[config.mk]
export PLATFORM = sky130hd
export DESIGN_NAME = cond_ex_stage
export DESIGN_NICKNAME = d
export VERILOG_FILES = /design/src/rtl/cond_ex_stage.sv
export SDC_FILE = /design/constraint.sdc
export NUM_CORES = 1
export LEC_CHECK = 0
export CAP_MARGIN = 10
export CORE_MARGIN = 2
export CORE_UTILIZATION = 39
export DETAILED_ROUTE_END_ITERATION = 8
export HOLD_SLACK_MARGIN = 0.1
export PLACE_DENSITY = 0.79
export SYNTH_ARGS = -nofsm -noshare
export SYNTH_HDL_FRONTEND = slang
export SYNTH_SLANG_ARGS = --single-unit
export TNS_END_PERCENT = 10
[constraint.sdc]
create_clock -name clk -period 3.9 [get_ports clk]
set_input_delay 1.17 -clock clk [delete_from_list [all_inputs] [get_ports clk]]
set_output_delay 1.17 -clock clk [all_outputs]
set_load 0.005 [all_outputs]
[src/rtl/cond_ex_stage.sv]
// -----------------------------------------------------------------------------
// cond_ex_stage
//   Execute-stage condition unit and EX/MEM pipeline register. Holds the
//   architectural NZCV flags. Evaluates each instruction's ARM condition field
//   against those held flags, not against the ALU's fresh flags. Gates the
//   instruction's side effects by the result, then registers the gated
//   controls and the datapath into the MEM stage.
//
//   Optional feature macro: CONDEX_PERF_CNT_EN
//     This macro adds a saturating counter of instructions squashed by their
//     condition. The counter drives the SquashCnt output.
//
// Ports
//   clk, reset        rising-edge clock, asynchronous active-high reset
//   Stall             hold flags, M register and counter
//   FlushE            kill the instruction in E (ignored while Stall=1)
//   ValidE            E holds a real instruction
//   CondE             ARM condition field
//   FlagWriteE        [1] update N,Z   [0] update C,V
//   ALUFlags          {N,Z,C,V} from the ALU
//   PCSrcE .. MemtoRegE  ungated decode controls
//   ALUResultE, WriteDataE, WA3E  datapath into the M register
//   BranchTakenE      combinational taken-branch indication
//   FlagsQ            current {N,Z,C,V}
//   PCSrcM .. WA3M    registered gated controls / datapath
//   SquashCnt         squash counter (CONDEX_PERF_CNT_EN only)
// -----------------------------------------------------------------------------
module cond_ex_stage #(
  parameter int unsigned DATA_W = 32,
  parameter int unsigned REG_W  = 4,
  parameter int unsigned CNT_W  = 16
) (
  input  logic              clk,
  input  logic              reset,
  input  logic              Stall,
  input  logic              FlushE,
  input  logic              ValidE,
  input  logic [3:0]        CondE,
  input  logic [1:0]        FlagWriteE,
  input  logic [3:0]        ALUFlags,
  input  logic              PCSrcE,
  input  logic              RegWriteE,
  input  logic              MemWriteE,
  input  logic              MemtoRegE,
  input  logic [DATA_W-1:0] ALUResultE,
  input  logic [DATA_W-1:0] WriteDataE,
  input  logic [REG_W-1:0]  WA3E,
  output logic              BranchTakenE,
  output logic [3:0]        FlagsQ,
  output logic              PCSrcM,
  output logic              RegWriteM,
  output logic              MemWriteM,
  output logic              MemtoRegM,
  output logic [DATA_W-1:0] ALUOutM,
  output logic [DATA_W-1:0] WriteDataM,
  output logic [REG_W-1:0]  WA3M
`ifdef CONDEX_PERF_CNT_EN
  ,
  output logic [CNT_W-1:0]  SquashCnt
`endif
);

  logic [3:0]        flags_r;
  logic              pcsrc_r;
  logic              regwrite_r;
  logic              memwrite_r;
  logic              memtoreg_r;
  logic [DATA_W-1:0] aluout_r;
  logic [DATA_W-1:0] wdata_r;
  logic [REG_W-1:0]  wa3_r;
  logic              cond_ex_s;
  logic              live_s;
  logic              n_s;
  logic              z_s;
  logic              c_s;
  logic              v_s;

  assign n_s = flags_r[3];
  assign z_s = flags_r[2];
  assign c_s = flags_r[1];
  assign v_s = flags_r[0];

  // Condition check against the architectural flags; 1111 behaves like AL
  always_comb begin
    cond_ex_s = 1'b0;
    case (CondE)
      4'b0000: cond_ex_s = z_s;
      4'b0001: cond_ex_s = ~z_s;
      4'b0010: cond_ex_s = c_s;
      4'b0011: cond_ex_s = ~c_s;
      4'b0100: cond_ex_s = n_s;
      4'b0101: cond_ex_s = ~n_s;
      4'b0110: cond_ex_s = v_s;
      4'b0111: cond_ex_s = ~v_s;
      4'b1000: cond_ex_s = c_s & ~z_s;
      4'b1001: cond_ex_s = ~c_s | z_s;
      4'b1010: cond_ex_s = (n_s == v_s);
      4'b1011: cond_ex_s = (n_s != v_s);
      4'b1100: cond_ex_s = ~z_s & (n_s == v_s);
      4'b1101: cond_ex_s = z_s | (n_s != v_s);
      4'b1110: cond_ex_s = 1'b1;
      default: cond_ex_s = 1'b1;
    endcase
  end

  assign live_s       = ValidE & ~FlushE & cond_ex_s;
  assign BranchTakenE = PCSrcE & live_s;

  // Architectural flags: per-pair partial update by live instructions
  always_ff @(posedge clk or posedge reset) begin
    if (reset) begin
      flags_r <= 4'b0000;
    end else if (~Stall & live_s) begin
      if (FlagWriteE[1]) flags_r[3:2] <= ALUFlags[3:2];
      if (FlagWriteE[0]) flags_r[1:0] <= ALUFlags[1:0];
    end
  end

  // EX/MEM register: the gated controls qualify the unconditionally loaded data
  always_ff @(posedge clk or posedge reset) begin
    if (reset) begin
      pcsrc_r    <= 1'b0;
      regwrite_r <= 1'b0;
      memwrite_r <= 1'b0;
      memtoreg_r <= 1'b0;
      aluout_r   <= {DATA_W{1'b0}};
      wdata_r    <= {DATA_W{1'b0}};
      wa3_r      <= {REG_W{1'b0}};
    end else if (~Stall) begin
      pcsrc_r    <= PCSrcE    & live_s;
      regwrite_r <= RegWriteE & live_s;
      memwrite_r <= MemWriteE & live_s;
      memtoreg_r <= MemtoRegE & live_s;
      aluout_r   <= ALUResultE;
      wdata_r    <= WriteDataE;
      wa3_r      <= WA3E;
    end
  end

  assign FlagsQ     = flags_r;
  assign PCSrcM     = pcsrc_r;
  assign RegWriteM  = regwrite_r;
  assign MemWriteM  = memwrite_r;
  assign MemtoRegM  = memtoreg_r;
  assign ALUOutM    = aluout_r;
  assign WriteDataM = wdata_r;
  assign WA3M       = wa3_r;

`ifdef CONDEX_PERF_CNT_EN
  logic [CNT_W-1:0] squash_r;

  // Saturating count of real, unflushed instructions that failed their condition
  always_ff @(posedge clk or posedge reset) begin
    if (reset) begin
      squash_r <= {CNT_W{1'b0}};
    end else if (~Stall & ValidE & ~FlushE & ~cond_ex_s & (squash_r != {CNT_W{1'b1}})) begin
      squash_r <= squash_r + {{(CNT_W-1){1'b0}}, 1'b1};
    end
  end

  assign SquashCnt = squash_r;
`else
  logic unused_cnt_w_s;
  assign unused_cnt_w_s = ^CNT_W;
`endif

endmodule

==> flow_summary.json, run 1 <==
{
  "maxSlewViolCount": 0,
  "setup-tns-final_ns": 0,
  "postSynthAreaPerCell_um2": 14.71,
  "synth_commonest_cells": "76 x dfrtp_1, 68 x mux2_2, 9 x nand2_1",
  "fmax_mhz": 261.4,
  "p_leak_nw": 2.126,
  "htreeDepth": 3,
  "multiInputGateArea_um2": 1159,
  "power_mw": 2.096,
  "grt.total_usage_pct": 18.36,
  "antenna_found_initial": 0,
  "ys_seq_area_share_pct": 60.70,
  "setup_violations": 0,
  "clkTransAtPathRegs_ns": 0.07,
  "cp_max_fo": 2,
  "wire_per_inst_um": 15.74,
  "hpwl_um": 5787,
  "hold_viol_final": 0,
  "hp-class": "reg -> reg",
  "critical_path_required_ns": 2.73,
  "synthCells": 213,
  "synth-async-reset-ratio_pct": 100.0,
  "synth_edf_count": 0,
  "cts_tree": "done",
  "vias": 2376,
  "synth_area_leaders": "dfrtp_1 61%, mux2_2 24%, o41ai_1 2.2%, nand2_1 1.1%, o32ai_4 0.88%",
  "ir_drop_mv": 0.2775,
  "viasPerCell": 4.790,
  "ctsHoldBuffers": 0,
  "timing.final.crit_share_pct": 98.08,
  "portBuffers": 163,
  "drv_cap": 0,
  "fp.dieArea_um2": 8767,
  "fin_area_um2": 5146,
  "arrival_ns": 2.66,
  "endpoint_kind": "output port",
  "clock_latency_ns": 0.32,
  "drc": 0,
  "synthToLayoutAreaGrowth_pct": 64.26,
  "nFillCells": 613,
  "finClkSkew_ns": 0.003534,
  "core_um2": 7767,
  "reg2reg_slack_ns": 2.17,
  "cts.sinks": 76,
  "syn_area_um2": 3133,
  "finalNetCount": 477,
  "die_x_um": 93.63,
  "critPathKind": "in -> out",
  "numCtsBuffers": 9,
  "start_util_pct": 40.34,
  "synthMostInstantiatedCell": "dfrtp_1",
  "synth_top_area_share_pct": 60.70,
  "wirelength_um": 7806,
  "power_density_nw_per_um2": 407.3,
  "seq_area_um2": 1902,
  "ys_warn_count": 0,
  "clockBufferDepth": 2,
  "die_h_um": 93.63,
  "ant_nets": 0,
  "final_util_pct": 66.25,
  "relSlewSlack_pct": 55.79,
  "status": "finished, final reports clean",
  "cp-start-kind": "input port",
  "grt_pass1_wl_um": 12520,
  "yosysTopAreaCell": "dfrtp_1",
  "num_antenna_cells": 0,
  "root_buffer": "clkbuf_8",
  "rsz0062_at_grt": "false",
  "fp-row-count": 32,
  "grt_max_degree": 49,
  "fin_crit_ns": 3.825,
  "gp_congestion": 0.7785,
  "drt_iter0_drc": 77,
  "yosys_most_used_dff": "dfrtp_1",
  "ioPinCount": 164,
  "grt_overflow": 0,
  "grt_pass1_vias": 2560,
  "dpl-instance-area_um2": 4943,
  "worstMarginPinSlew_ns": 0.6631,
  "layout-drive-gt1-share_pct": 26.90,
  "ys_types": 32,
  "first_pass_iters": 4,
  "syn_nets": 300,
  "synth-seq-cells": 76
}
## metrics by stage
step | std cells | hold slack (ns) | worst slack [ns]
floorplan | 213 | 0.4699 | 0.5813
global placement | 480 | 0.4608 | -0.3733
detailed placement | 480 | 0.4624 | -0.4408
CTS | 496 | 0.4828 | 0.01654
global route | 496 | 0.5117 | 0.03304
finish | 496 | 0.4770 | 0.07490
## worst max-delay path, cell delays in order
cell,delay (ns)
clkdlybuf4s50_1,0.50
mux2i_1,0.22
xor2_1,0.12
o32ai_4,0.28
nor3_4,0.08
nor3_1,0.16
buf_2,0.14
## final timing paths
kind | from | end | cells after the start
max | CondE[1] | BranchTakenE | 7
min | RegWriteM | RegWriteM | 2
max reg2reg | FlagsQ[0] | FlagsQ[0] | 6
min reg2reg | RegWriteM | RegWriteM | 2
max in group asynchronous | reset | FlagsQ[2] | 3
min in group asynchronous | reset | WriteDataM[7] | 2
## final cells by class
class | count | share of cell area [%]
tap | 102 | 2.480
timing repair buffer | 177 | 33.72
multi-input combinational | 120 | 22.51
clock buffer | 11 | 2.942
inverter | 6 | 0.4376
sequential | 76 | 36.96
clock inverter | 4 | 0.9482
## layer usage
metal / track usage, % / share of wire (%) / up-vias
met5: 0 / 0 / -
met4: 7.005 / 0.92 / 0
met3: 6.044 / 7.5 / 6
met2: 32.43 / 54 / 86
met1: 20.49 / 38 / 1171
li1: - / - / 1113
## cell families after synthesis
family,after synthesis,share of synthesized area (%)
simple gates,25,4.592
compound gates,23,6.430
xor+xnor,3,1.079
mux,69,24.76
buf+inv,17,2.436
flops,76,60.70
## where the power goes
part / internal, mW / switching (mW)
Combinational: 0.366 / 0.186
Sequential: 0.878 / 0.0671
Clock: 0.326 / 0.272
Total: 1.57 / 0.525
## state kept, by name, indices dropped and copies added, names as in the netlist
register    flops
ALUOutM        32
WriteDataM     32
FlagsQ          4
WA3M            4
MemWriteM       1
MemtoRegM       1
PCSrcM          1
RegWriteM       1
## timing repair
item                                    4_1_cts  5_1_grt
endpoints found under the setup margin        1        1
buffers inserted                              1        0
resized for setup                             8        0
pin swaps                                     3        1
## cells in the final DEF (no fill, tap or decap), types with 2 or more instances in the layout
cell,synthesis,final
dlygate4sd2_1,0,3
nor2_1,4,4
nand2b_1,3,3
buf_2,4,2
inv_1,6,5
xor2_1,2,2
dfrtp_1,76,76
clkinv_2,0,2
clkbuf_8,0,11
mux2_2,68,68
buf_4,0,13
nand2_1,9,9
o41ai_1,8,8
nor2b_1,2,2
or2b_1,2,2
clkdlybuf4s50_1,0,158
o21a_1,2,2
o22ai_1,4,4
Note: power is estimated with default switching activity, not from simulation.
==> run 2: changes to the inputs <==
--- a/config.mk
+++ b/config.mk
@@ -9,8 +9,9 @@
 export CORE_MARGIN = 2
 export CORE_UTILIZATION = 39
 export DETAILED_ROUTE_END_ITERATION = 8
-export HOLD_SLACK_MARGIN = 0.1
-export PLACE_DENSITY = 0.79
+export HOLD_SLACK_MARGIN = 0.05
+export PLACE_DENSITY = 0.82
+export RECOVER_POWER = 50
 export SYNTH_ARGS = -nofsm -noshare
 export SYNTH_HDL_FRONTEND = slang
 export SYNTH_SLANG_ARGS = --single-unit
==> run 2 against run 1 <==
Effect of this change:
- the run now ends with capacitance limit, slew limit left
- sequential power about the same
- utilization increased by 0.34 points
- first-iteration DRC count decreased by 44%
- register-to-register slack got worse by 0.08 ns
- worst hold slack improved by 0.012 ns
- cell count unchanged
==> flow_summary.json, run 2 (synthesis gave the netlist of run 1 again) <==
{
  "worstMarginPinSlew_ns": 1.549,
  "drt_iter0_drc": 43,
  "cp_max_fo": 8,
  "gp_congestion": 0.8089,
  "nFillCells": 583,
  "wirelength_um": 8115,
  "synthToLayoutAreaGrowth_pct": 65.10,
  "die_x_um": 93.63,
  "viasPerCell": 4.800,
  "power_density_nw_per_um2": 431.9,
  "placed_cells_incl_taps": 479,
  "cp-start-kind": "input port",
  "fin_crit_ns": 3.779,
  "grt_max_degree": 67,
  "r2r_start": "FlagsQ[0]",
  "power_frac_seq_pct": 42.4,
  "grt_overflow": 0,
  "maxSlewViolCount": 67,
  "layout-drive-gt1-share_pct": 26.14,
  "arrival_ns": 2.61,
  "cts_tree": "done",
  "portBuffers": 163,
  "clkTransAtPathRegs_ns": 0.07,
  "num_antenna_cells": 0,
  "seq_area_um2": 1902,
  "start_util_pct": 40.34,
  "drc": 0,
  "status": "complete, but fails checks",
  "numCtsBuffers": 9,
  "internal_power_mw": 1.686,
  "final_common_cell": "clkdlybuf4s50_1",
  "layout_common_cells": "156 x clkdlybuf4s50_1, 76 x dfrtp_1, 68 x mux2_2",
  "netSwitchingFraction_pct": 24.52,
  "rsz0062_at_grt": "false",
  "first_pass_iters": 4,
  "fp-row-count": 32,
  "hpwl_um": 6056,
  "endpoint_kind": "output port",
  "relSlewSlack_pct": -3.298,
  "hp-class": "reg -> reg",
  "fmax_mhz": 264.6,
  "power.share.clock_pct": 32.8,
  "hold_viol_final": 0,
  "root_buffer": "clkbuf_8",
  "grt_pass1_wl_um": 13010,
  "core_um2": 7767,
  "critPathKind": "in -> out",
  "vias": 2381,
  "finClkSkew_ns": 0.01129,
  "clockBufferDepth": 2,
  "fp.dieArea_um2": 8767,
  "grt.total_usage_pct": 19.32,
  "ant_nets": 0,
  "cts.sinks": 76,
  "violations": "capacitance limit, slew limit",
  "crit_path_max_incr_delay_ns": 0.31,
  "ctsHoldBuffers": 0,
  "antenna_found_initial": 0,
  "htreeDepth": 3,
  "clock_latency_ns": 0.34,
  "switching_power_mw": 0.5478,
  "critPathLaunch": "CondE[3]",
  "setup-tns-final_ns": 0,
  "timing.final.crit_share_pct": 96.90,
  "cp_slowest_cell": "dlygate4sd2_1",
  "min-delay-start": "RegWriteM",
  "ioPinCount": 164,
  "setup_violations": 0,
  "finalNetCount": 476,
  "crit_path_cell_trace": "dlygate4sd2_1, and2_1, a32o_1, o21ba_2, nor3_4, nor3_2, clkdlybuf4s15_1",
  "p_leak_nw": 2.131,
  "wire_per_inst_um": 16.36,
  "multiInputGateArea_um2": 1160,
  "drv_cap": 1,
  "ir_drop_mv": 0.3404,
  "p_comb_share_pct": 24.8,
  "finalNonFillerCells": 496,
  "grt_pass1_vias": 2654,
  "die_h_um": 93.63,
  "critical_path_required_ns": 2.73
}
run 2: what timing repair did:
item | in CTS | in global routing
setup buffers | 1 | 0
setup endpoints to repair | 1 | 1
cloned | 0 | 0
pin swaps | 2 | 0
gates resized for setup | 7 | 1
run 2: critical path, delay by kind of cell:
family          cells  cell delay (ns)
compound gates      2             0.52
simple gates        3             0.41
buf+inv             2             0.51
run 2: worst paths after layout:
check                                  to  slack [ns]  cells past startpoint
hold / removal                  RegWriteM        0.49                      2
min in group asynchronous  WriteDataM[24]        1.62                      2
hold reg to reg                 RegWriteM        0.49                      2
setup / recovery             BranchTakenE        0.12                      7
setup reg to reg                MemWriteM        2.09                      6
max in group asynchronous       RegWriteM        1.06                      3
run 2: power groups by stage:
stage	Sequential [mW]	Clock (mW)	Combinational, mW
2_1_floorplan	0.958	0	0.207
3_3_place_gp	0.955	0	0.543
3_5_place_dp	0.961	0	0.557
4_1_cts	0.946	0.752	0.563
5_1_grt	0.958	0.793	0.599
6_report	0.946	0.733	0.555
run 2: area by class of cell:
type / instances / area share (%)
Clock inverter: 6 / 2.153
Clock buffer: 10 / 2.661
Sequential cell: 76 / 36.77
Tap cell: 102 / 2.467
Timing Repair Buffer: 176 / 33.09
Inverter: 6 / 0.4354
Multi-Input combinational cell: 120 / 22.42
run 2: per-layer routing:
metal  track usage, %  up-vias  part of all wire (%)
met1            22.27     1153                    37
met3            7.897       14                   9.2
met4            6.401        0                   2.1
li1                 -     1111                     -
met2            32.67      103                    52
met5                0        -                     0
run 2: stage by stage:
stage               total power [mW]  hold slack, ns  setup slack (ns)  utilization [%]  cell area (um^2)
floorplan                      1.165          0.4699            0.5813                -              3133
global placement               1.498          0.4642           -0.4315            63.55              4936
detailed placement             1.518          0.4755           -0.4791            63.55              4936
CTS                            2.262          0.4919            0.1128            66.85              5192
global route                   2.350          0.5123          0.001369            66.59              5172
finish                         2.234          0.4894            0.1208            66.59              5172
